`src/rtl/if_id_stage_pkg.sv`:
```
// Shared constants and helpers for the instruction-fetch / IF-ID pipeline slice.
// Widths, reset values and the canonical NOP live here so every stage agrees on them.
package if_id_stage_pkg;

    localparam int XLEN = 64;
    localparam int ILEN = 32;

    localparam logic [ILEN-1:0] NOP_INSTR       = 32'h0000_0013;
    localparam logic [XLEN-1:0] PC_RESET        = 64'h0000_0000_0000_0000;
    localparam logic [XLEN-1:0] PC_STEP         = 64'h0000_0000_0000_0004;
    localparam logic [XLEN-1:0] PC_ALIGN_MASK   = 64'hFFFF_FFFF_FFFF_FFFC;
    localparam logic [31:0]     FETCH_COUNT_MAX = 32'hFFFF_FFFF;

    // Redirect targets are word-aligned by dropping the two low address bits.
    function automatic logic [XLEN-1:0] align_target(input logic [XLEN-1:0] target);
        return target & PC_ALIGN_MASK;
    endfunction

    // Saturating increment used by the fetch counter.
    function automatic logic [31:0] sat_inc32(input logic [31:0] value);
        logic [31:0] result;
        if (value == FETCH_COUNT_MAX) begin
            result = value;
        end else begin
            result = value + 32'd1;
        end
        return result;
    endfunction

endpackage

```
`src/rtl/if_id_stage_pc_reg.sv`:
```
// Program counter register with its next-PC selection.
// Priority is reset, then redirect, then stall hold, then sequential step.
module pc_reg
    import if_id_stage_pkg::*;
(
    input  logic            clk,
    input  logic            reset,
    input  logic            stall,
    input  logic            flush,
    input  logic [XLEN-1:0] branch_target,
    output logic [XLEN-1:0] pc
);

    logic [XLEN-1:0] r_pc;
    logic [XLEN-1:0] w_pc_next;

    // Next-PC selection: redirect beats stall; the sequential step wraps modulo 2^64.
    always_comb begin
        w_pc_next = r_pc;
        if (flush) begin
            w_pc_next = align_target(branch_target);
        end else if (stall) begin
            w_pc_next = r_pc;
        end else begin
            w_pc_next = r_pc + PC_STEP;
        end
    end

    // PC state register with synchronous reset.
    always_ff @(posedge clk) begin
        if (reset) begin
            r_pc <= PC_RESET;
        end else begin
            r_pc <= w_pc_next;
        end
    end

    assign pc = r_pc;

endmodule

```
`src/rtl/if_id_stage.sv`:
```
// Fetch stage: drives the PC to instruction memory and latches the returned word
// into the IF/ID register one cycle later, counting every live instruction latched.
module if_id_stage
    import if_id_stage_pkg::*;
(
    input  logic            clk,
    input  logic            reset,
    input  logic            stall,
    input  logic            flush,
    input  logic [XLEN-1:0] branch_target,
    input  logic [ILEN-1:0] imem_rdata,
    output logic [XLEN-1:0] imem_addr,
    output logic [XLEN-1:0] if_id_pc,
    output logic [ILEN-1:0] if_id_instr,
    output logic            if_id_valid,
    output logic [31:0]     fetch_count
);

    logic [XLEN-1:0] w_pc;
    logic            w_load;

    logic [XLEN-1:0] r_if_id_pc;
    logic [ILEN-1:0] r_if_id_instr;
    logic            r_if_id_valid;
    logic [31:0]     r_fetch_count;

    pc_reg u_pc_reg (
        .clk           (clk),
        .reset         (reset),
        .stall         (stall),
        .flush         (flush),
        .branch_target (branch_target),
        .pc            (w_pc)
    );

    // A live instruction enters IF/ID only when neither squashed nor frozen.
    always_comb begin
        w_load = 1'b0;
        if (flush) begin
            w_load = 1'b0;
        end else if (stall) begin
            w_load = 1'b0;
        end else begin
            w_load = 1'b1;
        end
    end

    // IF/ID pipeline register: squash to NOP on redirect, hold on stall, else capture.
    always_ff @(posedge clk) begin
        if (reset) begin
            r_if_id_pc    <= PC_RESET;
            r_if_id_instr <= NOP_INSTR;
            r_if_id_valid <= 1'b0;
        end else if (flush) begin
            r_if_id_pc    <= PC_RESET;
            r_if_id_instr <= NOP_INSTR;
            r_if_id_valid <= 1'b0;
        end else if (stall) begin
            r_if_id_pc    <= r_if_id_pc;
            r_if_id_instr <= r_if_id_instr;
            r_if_id_valid <= r_if_id_valid;
        end else begin
            r_if_id_pc    <= w_pc;
            r_if_id_instr <= imem_rdata;
            r_if_id_valid <= 1'b1;
        end
    end

    // Saturating count of live instructions latched.
    always_ff @(posedge clk) begin
        if (reset) begin
            r_fetch_count <= 32'h0000_0000;
        end else if (w_load) begin
            r_fetch_count <= sat_inc32(r_fetch_count);
        end else begin
            r_fetch_count <= r_fetch_count;
        end
    end

    assign imem_addr   = w_pc;
    assign if_id_pc    = r_if_id_pc;
    assign if_id_instr = r_if_id_instr;
    assign if_id_valid = r_if_id_valid;
    assign fetch_count = r_fetch_count;

endmodule

```
`config.mk`:
```
export PLATFORM = sky130hd
export DESIGN_NAME = if_id_stage
export DESIGN_NICKNAME = d
export VERILOG_FILES = /design/src/rtl/if_id_stage_pkg.sv /design/src/rtl/if_id_stage_pc_reg.sv /design/src/rtl/if_id_stage.sv
export SDC_FILE = /design/constraint.sdc
export NUM_CORES = 1
export LEC_CHECK = 0
export ABC_CLOCK_PERIOD_IN_PS = 4300
export CAP_MARGIN = 20
export CORE_UTILIZATION = 45
export DETAILED_ROUTE_END_ITERATION = 12
export PLACE_DENSITY = 0.77
export SLEW_MARGIN = 30
export SYNTH_ARGS = -nofsm -noshare
export SYNTH_HDL_FRONTEND = slang
export SYNTH_SLANG_ARGS = --single-unit
export TNS_END_PERCENT = 100
```
`constraint.sdc`:
```
create_clock -name clk -period 4.3 [get_ports clk]
set_input_delay 0.86 -clock clk [delete_from_list [all_inputs] [get_ports clk]]
set_output_delay 0.86 -clock clk [all_outputs]
set_load 0.02 [all_outputs]
```
# == Word-level counts from Yosys, hierarchy flattened ==
# Index checks and enable logic that the tools add are counted.
# op_classes
reduce_logical,2
n_mux,4
addsub,2
eq_ne,2
n_bitwise,1
# op_table
op,count
64-bit two-way mux,2
64-bit by 3-bit adder with 64-bit output (second input constant),1
32-bit by 1-bit adder with 32-bit output (second input constant),1
32-bit == test (second input constant),1
1-bit two-way mux,2
2-bit by 1-bit != test with 1-bit output (second input constant),1
2-bit AND reduction,1
2-bit OR reduction,1
1-bit inverter,1
# totals
inputBits,100
elab_cells,17
regBits,193

# == Longest topological paths before layout ==
# Gate-level depths: netlist of the first run.
# depth
depth_word,3
ltp_mapped,8
ltp_nobuf,6

# == Modules after synthesis ==
# From an unflattened synthesis of the first run, not the netlist that was laid out.
# hier_totals
cells_unflattened,996
hier_area_um2,8817.2
# modules_own_cells
module,cells_per_inst,n_inst,area_per_inst_um2,seq_area_each_um2
if_id_stage,521,1,5039.8,2582.5
pc_reg,475,1,3777.4,1241.2

# == Worst setup path before layout of the first run ==
# Ideal clock, no wire load.
# synth_timing
kind,input to register
start,in stall
end,reg u_pc_reg.r_pc[54] (netlist: u_pc_reg.pc[54])
path_slack_ns,1.313
stages,7
setup_time_ns,0.091
required_ns,4.209
arrival_time_ns,2.896
cell_sequence,clkbuf_1 -> and4b_1 -> clkbuf_1 -> nand2_1 -> or4_4 -> or4_1 -> a311oi_1
# synth_via
elab_chain_cells,1
# synth_lines
element,line,source
from (decl),if_id_stage.sv:8,"input logic stall,"
2-bit by 1-bit != test with 1-bit output (no source line),n/a,
to (signal assigned),if_id_stage_pc_reg.sv:34,r_pc <= w_pc_next;
to (decl),if_id_stage_pc_reg.sv:14,logic [XLEN-1:0] r_pc;
# Every way passes these cells.
# A chain may end at the register's enable or synchronous reset.

# == Final worst setup path of the first run ==
# layout_timing
start,reg u_pc_reg.r_pc[15] (netlist: u_pc_reg.pc[15])
end,reg u_pc_reg.r_pc[56] (netlist: u_pc_reg.pc[56])
# layout_via
elab_chain_cells,3
# layout_lines
element,line,source
64-bit by 3-bit adder with 64-bit output,if_id_stage_pc_reg.sv:25,w_pc_next = r_pc + PC_STEP;
64-bit two-way mux,if_id_stage_pc_reg.sv:22,end else if (stall) begin
64-bit two-way mux,if_id_stage_pc_reg.sv:20,if (flush) begin
# Every way passes these cells. The select of a mux whose other input is x is not followed.

==> run metrics, run 1 <==
run status=completed; Yosys top cell by area=dfxtp_1; Starting Density=46.26%; WL/cell=17.41 um; Final Slew Violations=0; Die Area=0.01999 sq mm; die width=141.4 um; r2r worst-path depth=5; first-pass GRT wire length=42110 um; initial antenna violation count=2; initial DRC count=593; TritonCTS clock tree=done; Pre-antenna DRT Iters=5; switching share of power=26.53%; CP max FO=15; Reg area=0.003784 sq mm; Yosys reg bits=189; area of the multi-input gates=0.004648 sq mm; DRC violations left=0; placed cell count=1492; routed via count=8580; clock latency on the worst-skew pair=0.43 ns; Async SR Flop Fraction=0%; Top FF cell, synth=dfxtp_1; Min Hold Slack=0.4588 ns; CP Capture Type=register; postcts setup bufs=0; Site Rows=50; Yosys cell types=56; Critical Path Stages=5; vias in the first global route=7875; crit-path cells=nand4_2 > or4_1 > or4_4 > or4_1 > a311oi_1; clock share of power=39.6%; switching power total=1.074 mW; share of layout cells above drive strength 1=4.272%; CP Launch Point=u_pc_reg.pc[15]; Final Wtd Congestion=0.8710; placed cell areas=0.01174 sq mm; ANT nets after route=0; Setup crit end=u_pc_reg.pc[56]; Final #Nets=1353; top cell types by occurrence after synthesis=189 x dfxtp_1, 169 x nor2_1, 98 x mux2i_1, 67 x clkbuf_1, 50 x nand2_1; Resized cells post-CTS=0; I/O Pins=293; post-synth top area share=43.29%; Pint=2.972 mW; CTS Buf Count=17; Die Y-Extent=141.4 um; H-tree depth=4; fin util=65.29%; Setup TNS=0 ns; WHS Path Cells=2; CP max stage delay=0.82 ns; yosys warns=0; CTS root buf=clkbuf_16; post-synthesis sequential area ratio=43.29%; Area Overhead vs Synth=41.13%; Sink Count=189; crit path time final=2.986 ns; largest net degree at the start of global routing=64; fillers=1610; Non-Filler Instances=1526; hold crit path type=reg -> reg; deepest clock path buffer count=2; Rel. slew slack=47.73%; top cells by area in the synthesized netlist=dfxtp_1 43%, mux2i_1 11%, nor2_1 7.3%, xnor2_1 4.0%, clkbuf_1 2.9%; post-synth design cell area=0.008741 sq mm; Worst-Margin Slew=0.7780 ns; CP top delay family=simple AND/OR/NAND/NOR gates; HPWL after DPL=18930 um; Clock Pin Slew Worst Setup and Hold Paths=0.07 ns; Worst EP arrival=3.33 ns; IO Port Bufs=286; core box area=0.01889 sq mm; most used cell, CP=or4_1; worst r2r dst=u_pc_reg.pc[56]; Fmax achieved=334.9 MHz; combinational cell fraction of total power=13.3%; R2R Setup Slk=1.31 ns; PwrDens=328.0 mW/mm^2; VDD IR-drop max=0.2753 mV; crit path kind=reg -> reg; CP startpoint kind=register; hold-fix buffer count after cts=0; GRT Overall Usage=26.52%; max-cap viol count=0; Critical Path RT=4.64 ns; period utilisation layout=69.44%; skew final=0.008318 ns; Pleak=4.304 nW; routed wire length=26560 um; sequential power share=47.1%; buffer and inverter count on the worst path=0; FF-to-FF Start=u_pc_reg.pc[15]; Avg Cell Area, Syn=8.672 sq um; Remaining Overflow, GRT=0; vias per std cell=5.623; Final Setup Violations=0; EDFF count, synth=0; top-count cell post-synth=dfxtp_1; Post-Layout Inst Area=0.01234 sq mm; cell at the slowest stage of the critical path=or4_1; RSZ-0062 raised after global routing=false; Final Hold Viols=0; cells after synthesis=1008
[area by class of cell]
cell class	count	area share, %
Sequential cell	189	30.67
Multi-Input combinational cell	736	37.68
Inverter	11	0.3347
Tap cell	260	2.637
Clock inverter	12	1.106
Clock buffer	20	3.621
Antenna cell	2	0.04057
Timing Repair Buffer	296	23.91
[worst register-to-register path, cell delays in order, from the launching register on]
cell	delay, ns
dfxtp_1	0.47
nand4_2	0.22
or4_1	0.82
or4_4	0.66
or4_1	0.48
a311oi_1	0.24
[worst min path at each step]
stage,endpoint,start,slack [ns]
floorplan,if_id_valid,if_id_valid,0.53
global placement,if_id_valid,if_id_valid,0.44
detailed placement,if_id_valid,if_id_valid,0.45
CTS,if_id_valid,if_id_valid,0.46
global route,if_id_valid,if_id_valid,0.47
finish,if_id_valid,if_id_valid,0.46
[through the flow]
stage	setup slack (ns)	total power, mW
final	1.314	4.046
after global routing	1.116	4.182
after CTS	1.326	4.068
after detailed placement	1.029	2.482
after global placement	1.065	2.473
after floorplan	1.313	2.203
[power by group through the flow]
stage | Sequential [mW] | Combinational [mW] | Clock [mW]
global route | 1.92 | 0.577 | 1.69
CTS | 1.90 | 0.541 | 1.62
global placement | 1.94 | 0.531 | 0
detailed placement | 1.94 | 0.538 | 0
finish | 1.91 | 0.538 | 1.60
floorplan | 1.99 | 0.209 | 0
[cells by family after synthesis]
family,synth area share [%]
and+or+nand+nor,25.75
DFF,43.29
AOI/OAI and AO/OA,9.777
muxes,11.35
buffers and inverters,3.894
xor gates and xnor gates,5.611
adders and majority gates,0.2862
other,0.04290
[layout by cell type (no fill, tap or decap), types with 10 or more instances in the layout]
master | Yosys | routed
mux2i_1 | 98 | 98
a21oi_1 | 36 | 36
inv_1 | 10 | 10
xnor2_1 | 40 | 40
nand4_1 | 37 | 37
nand2_1 | 50 | 49
buf_4 | 4 | 10
nor2_1 | 169 | 169
xor2_1 | 16 | 16
clkdlybuf4s50_1 | 0 | 284
o21ai_0 | 22 | 22
or4_1 | 16 | 16
dfxtp_1 | 189 | 189
nor3_1 | 23 | 23
nor4_1 | 33 | 31
nand3_1 | 39 | 39
and3_1 | 11 | 11
and4_1 | 12 | 12
a211oi_1 | 33 | 33
clkbuf_16 | 0 | 17
or3_1 | 22 | 22
[per-layer routing]
layer | routed length, um | GRT usage [%] | up-vias
li1 | - | - | 4133
met1 | 11360 | 33.69 | 4027
met2 | 12400 | 42.97 | 357
met3 | 1860 | 6.109 | 61
met4 | 925 | 11.88 | 2
met5 | 11 | 0 | -
Power figures use the tool's default switching activity.
==> run 2: changes to the inputs <==
--- a/config.mk
+++ b/config.mk
@@ -5,7 +5,7 @@
 export SDC_FILE = /design/constraint.sdc
 export NUM_CORES = 1
 export LEC_CHECK = 0
-export ABC_CLOCK_PERIOD_IN_PS = 4300
+export ABC_CLOCK_PERIOD_IN_PS = 3020
 export CAP_MARGIN = 20
 export CORE_UTILIZATION = 45
 export DETAILED_ROUTE_END_ITERATION = 12
==> constraint.sdc (replaced) <==
create_clock -name clk -period 3.02 [get_ports clk]
set_input_delay 0.604 -clock clk [delete_from_list [all_inputs] [get_ports clk]]
set_output_delay 0.604 -clock clk [all_outputs]
set_load 0.02 [all_outputs]
==> run 2 against run 1 <==
  * Non-clock buffer count increased by 31
  * Clock power increased by 44%
  * Sequential share of layout area decreased by 0.55 points
  * Critical path depth unchanged
  * Total power increased by 44%
  * Design area increased by 1.8%
  * Flip-flop and latch count unchanged
  * Via count increased by 0.71%
  * Maximum frequency increased by 7.4%
  * Clock-buffer cell count decreased by 1
  * Cell count increased by 1.9%
  * Combinational power increased by 52%
==> run metrics, run 2 (synthesis gave the netlist of run 1 again) <==
first-pass GRT wire length=42640 um (+1.3%); R2R Setup Slk=0.24 ns (-1.07 ns); Die Y-Extent=141.4 um (unchanged); commonest non-fill, non-tap cell in the layout=clkdlybuf4s50_1; Worst-Margin Slew=0.7603 ns (-0.01768 ns); vias per std cell=5.557 (-1.2%); Post-Layout Inst Area=0.01256 sq mm (+1.8%); Clock Pin Slew Worst Setup and Hold Paths=0.07 ns (about the same); H-tree depth=4 (unchanged); crit path kind=reg -> reg; max-cap viol count=0 (unchanged); CP startpoint kind=register; Final Wtd Congestion=0.8487 (-2.6%); Fmax achieved=359.9 MHz (+7.4%); crit path time final=2.779 ns (-0.2068 ns); vias in the first global route=7922 (+0.60%); routed wire length=27000 um (+1.6%); Pleak=4.456 nW (+3.5%); placed cell areas=0.01197 sq mm (+1.9%); routed via count=8641 (+0.71%); IO Port Bufs=286 (unchanged); initial DRC count=561 (-5.4%); VDD IR-drop max=0.4034 mV (+47%); initial antenna violation count=2 (unchanged); clock latency on the worst-skew pair=0.43 ns (about the same); deepest clock path buffer count=2 (unchanged); ANT nets after route=0 (unchanged); Starting Density=46.26% (unchanged); Resized cells post-CTS=0 (unchanged); TritonCTS clock tree=done; Remaining Overflow, GRT=0 (unchanged); Worst EP arrival=3.13 ns (-0.20 ns); Final Setup Violations=0 (unchanged); share of layout cells above drive strength 1=6.337% (+2.1 points); Die Area=0.01999 sq mm (unchanged); Min Hold Slack=0.4575 ns (-0.001339 ns); GRT Overall Usage=26.98% (+0.46 points); run status=completed; Area Overhead vs Synth=43.72%; worst r2r dst=u_pc_reg.pc[56]; CP max FO=6 (-9); WL/cell=17.36 um (-0.27%); CP Capture Type=register; Final Slew Violations=0 (unchanged); hold_sp=if_id_valid; postcts setup bufs=0 (unchanged); period utilisation layout=92.02% (+23 points); WHS Path Cells=2 (unchanged); r2r worst-path depth=5 (unchanged); die width=141.4 um (unchanged); largest net degree at the start of global routing=48 (-25%); total chip power=5.815 mW (+44%); hold-fix buffer count after cts=0 (unchanged); CTS root buf=clkbuf_16; skew final=0.01275 ns (+0.004435 ns); Final Hold Viols=0 (unchanged); PwrDens=462.9 mW/mm^2 (+41%); hold crit path type=reg -> reg; Final #Nets=1384 (+2.3%); Sink Count=189 (unchanged); Site Rows=50 (unchanged); Setup TNS=0 ns (unchanged); I/O Pins=293 (unchanged); Hold Path End=if_id_valid; Pre-antenna DRT Iters=5 (unchanged); Rel. slew slack=48.84% (+1.1 points); core box area=0.01889 sq mm (unchanged); commonest non-fill, non-tap cells in the layout=284 x clkdlybuf4s50_1, 189 x dfxtp_1, 169 x nor2_1; DRC violations left=0 (unchanged); FF-to-FF Start=u_pc_reg.pc[12]; RSZ-0062 raised after global routing=false; CTS Buf Count=17 (unchanged); Critical Path RT=3.37 ns (-1.27 ns); HPWL after DPL=19660 um (+3.9%)
[run 2: worst max-delay path by stage]
| stage | cells after the start | slack, ns | to | start |
|---|---|---|---|---|
| 2_1_floorplan | 7 | 0.29 | u_pc_reg.pc[54] | stall |
| 3_3_place_gp | 7 | 0.27 | fetch_count[21] | flush |
| 3_5_place_dp | 6 | 0.17 | fetch_count[27] | flush |
| 4_1_cts | 5 | 0.27 | u_pc_reg.pc[57] | u_pc_reg.pc[12] |
| 5_1_grt | 5 | 0.11 | u_pc_reg.pc[57] | u_pc_reg.pc[12] |
| 6_report | 5 | 0.24 | u_pc_reg.pc[56] | u_pc_reg.pc[12] |
[run 2: critical path, stage by stage, from the launching register on]
cell	delay, ns
dfxtp_1	0.45
nand4_1	0.27
or4_1	0.63
or4_4	0.59
or4_1	0.50
a311oi_1	0.25
[run 2: metrics by stage]
stage | setup slack (ns) | instances | utilization (%)
after global placement | 0.2711 | 1523 | 63.34
after detailed placement | 0.1710 | 1523 | 63.34
after floorplan | 0.2890 | 1011 | -
after CTS | 0.2725 | 1554 | 66.48
final | 0.2411 | 1555 | 66.49
after global routing | 0.1118 | 1555 | 66.49
[run 2: cell type report]
cell class,instances,area [sq um]
flip-flops and latches,189,3784
diodes,1,2.502
multi-input cells,736,4636
repair buffers,327,3182
clock buffers,19,432.9
fillers,1608,6331
clock inverters,12,158.9
well taps,260,325.3
inverters,11,41.29
[run 2: where the power goes]
group	total, mW	internal [mW]	switching (mW)
combinational	0.817	0.416	0.400
clock	2.31	1.31	0.997
sequential	2.69	2.58	0.111
[run 2: routing by layer]
metal	up-vias	part of all wire, %	track usage (%)
li1	4173	-	-
met1	4079	43	34.86
met2	332	48	43.72
met4	0	2.4	11.32
met5	-	0	0
met3	57	6.5	5.737
==> run 3: changes to the inputs <==
--- a/config.mk
+++ b/config.mk
@@ -7,9 +7,12 @@
 export LEC_CHECK = 0
 export ABC_CLOCK_PERIOD_IN_PS = 3020
 export CAP_MARGIN = 20
+export CELL_PAD_IN_SITES_DETAIL_PLACEMENT = 1
+export CELL_PAD_IN_SITES_GLOBAL_PLACEMENT = 1
 export CORE_UTILIZATION = 45
 export DETAILED_ROUTE_END_ITERATION = 12
-export PLACE_DENSITY = 0.77
+export DONT_BUFFER_PORTS = 1
+export PLACE_DENSITY = 0.76
 export SLEW_MARGIN = 30
 export SYNTH_ARGS = -nofsm -noshare
 export SYNTH_HDL_FRONTEND = slang
==> run 3 against run 2 <==
  * Global-route usage decreased by 0.050 points
  * Hold slack got worse by 0.23 ns
  * Setup slack improved by 0.051 ns
  * Total power decreased by 6.8%
  * Cell count decreased by 17%
  * Non-clock buffer count decreased by 259
  * Via count decreased by 11%
  * Register-to-register slack improved by 0.05 ns
  * Critical endpoint is now fetch_count[27]
  * Largest cell class unchanged
  * Highest routed layer unchanged
==> run metrics, run 3 (synthesis gave the netlist of run 1 again) <==
routed via count=7683 (-11%); hold-fix buffer count after cts=0 (unchanged); Remaining Overflow, GRT=0 (unchanged); GRT Overall Usage=26.93% (-0.050 points); run status=completed; Final Setup Violations=0 (unchanged); vias per std cell=5.928 (+6.7%); first-pass GRT wire length=42610 um (about the same); VDD IR-drop max=0.3865 mV (-4.2%); HPWL after DPL=19360 um (-1.5%); FF-to-FF Start=fetch_count[4]; clock latency on the worst-skew pair=0.44 ns (about the same); Resized cells post-CTS=0 (unchanged); worst r2r dst=fetch_count[27]; crit-path cells=nand3_1 > nor4_1 > o211ai_1 > or4_1 > a21oi_1; CP Capture Type=register; CTS root buf=clkbuf_16; vias in the first global route=7829 (-1.2%); PwrDens=547.3 mW/mm^2 (+18%); largest net degree at the start of global routing=118 (+150%); hold crit path type=in -> reg; WHS Path Cells=1 (-1); postcts setup bufs=0 (unchanged); Non-Filler Instances=1296 (-17%); Die Area=0.01999 sq mm (unchanged); fillers=2248 (+40%); Area Overhead vs Synth=13.31%; TritonCTS clock tree=done; Sink Count=189 (unchanged); initial DRC count=293 (-48%); IO Port Bufs=0 (-100%); met2 WL post-DR=12710 um (-1.6%); period utilisation layout=90.32% (-1.7 points); Die Y-Extent=141.4 um (unchanged); WL/cell=20.87 um (+20%); ANT nets after route=0 (unchanged); Rel. slew slack=55.30% (+6.5 points); Met3 Wirelength=2112 um (+20%); commonest non-fill, non-tap cell in the layout=dfxtp_1; Final Slew Violations=0 (unchanged); r2r worst-path depth=5 (unchanged); crit path kind=reg -> reg; CP startpoint kind=register; Final Hold Viols=0 (unchanged); Critical Path RT=3.40 ns (+0.03 ns); Fmax achieved=366.6 MHz (+1.9%); R2R Setup Slk=0.29 ns (+0.05 ns); Clock Pin Slew Worst Setup and Hold Paths=0.08 ns (about the same); deepest clock path buffer count=2 (unchanged); cell at the slowest stage of the critical path=nor4_1; routed wire length=27040 um (+0.17%); I/O Pins=293 (unchanged); CP max FO=9 (+3); Hold Path End=fetch_count[21]; die width=141.4 um (unchanged); Pre-antenna DRT Iters=5 (unchanged); crit path time final=2.728 ns (-0.05111 ns); share of layout cells above drive strength 1=10.62% (+4.3 points); Setup TNS=0 ns (unchanged); Worst-Margin Slew=0.6676 ns (-0.09272 ns); Site Rows=50 (unchanged); Final Wtd Congestion=0.8100 (-4.6%); Final #Nets=1125 (-19%); RSZ-0062 raised after global routing=false; max layer used=met4; Starting Density=46.26% (unchanged); antenna cells=0 (-1); commonest non-fill, non-tap cells in the layout=189 x dfxtp_1, 169 x nor2_1, 98 x mux2i_1; initial antenna violation count=0 (-2); Pleak=3.553 nW (-20%); core box area=0.01889 sq mm (unchanged); H-tree depth=4 (unchanged); placed cell count=1264 (-17%); DRC violations left=0 (unchanged); skew final=0.009258 ns (-0.003495 ns); Worst EP arrival=3.11 ns (-0.02 ns); M1 wire length=11760 um (+0.85%); CTS Buf Count=17 (unchanged); hold_sp=reset; CP max stage delay=0.67 ns (+0.04 ns); max-cap viol count=0 (unchanged)
==> run 3: how the worst max path moves through the flow <==
stage / from / end / slack [ns] / cells past startpoint
detailed placement: stall / fetch_count[21] / 0.31 / 6
global placement: stall / fetch_count[27] / 0.39 / 5
CTS: u_pc_reg.pc[21] / u_pc_reg.pc[57] / 0.29 / 5
global route: u_pc_reg.pc[21] / u_pc_reg.pc[57] / 0.08 / 5
floorplan: stall / u_pc_reg.pc[54] / 0.29 / 7
finish: fetch_count[4] / fetch_count[27] / 0.29 / 5
==> run 3: layout make-up <==
| class | count | area, sq um | area share [%] |
|---|---|---|---|
| Clock buffer | 17 | 425.4 | 4.295 |
| Clock inverter | 15 | 156.4 | 1.579 |
| Inverter | 11 | 42.54 | 0.4295 |
| Multi-Input combinational cell | 736 | 4636 | 46.80 |
| Sequential cell | 189 | 3784 | 38.20 |
| Tap cell | 260 | 325.3 | 3.284 |
| Timing Repair Buffer | 68 | 535.5 | 5.407 |
==> run 3: worst max-delay path, delay by kind of cell, from the launching register on <==
kind             cells  cell delay (ns)
flip-flops           1             0.54
AND/OR/NAND/NOR      3             1.55
AO/OA/AOI/OAI        2             0.58
==> run 3: routing by layer <==
metal | up-vias | global-route usage [%]
li1 | 3648 | -
met1 | 3742 | 33.67
met2 | 261 | 44.79
met3 | 32 | 7.762
met4 | 0 | 8.376
met5 | - | 0
==> run 3: where the power goes <==
| part | leakage [nW] | switching, mW | internal, mW |
|---|---|---|---|
| combinational | 1.73 | 0.253 | 0.186 |
| sequential | 1.54 | 0.160 | 2.58 |
| clock | 0.276 | 1.14 | 1.11 |
| total | 3.55 | 1.55 | 3.87 |
==> run 3: per-stage QoR <==
stage | worst slack [ns] | hold slack (ns) | area (sq um) | utilization, % | total power [mW]
floorplan | 0.2890 | 0.5264 | 8752 | - | 3.137
global placement | 0.3857 | 0.5409 | 9323 | 49.34 | 3.223
detailed placement | 0.3098 | 0.5659 | 9323 | 49.34 | 3.238
CTS | 0.2922 | 0.2119 | 9905 | 52.42 | 5.461
global route | 0.07566 | 0.2098 | 9905 | 52.42 | 5.620
finish | 0.2922 | 0.2259 | 9905 | 52.42 | 5.421
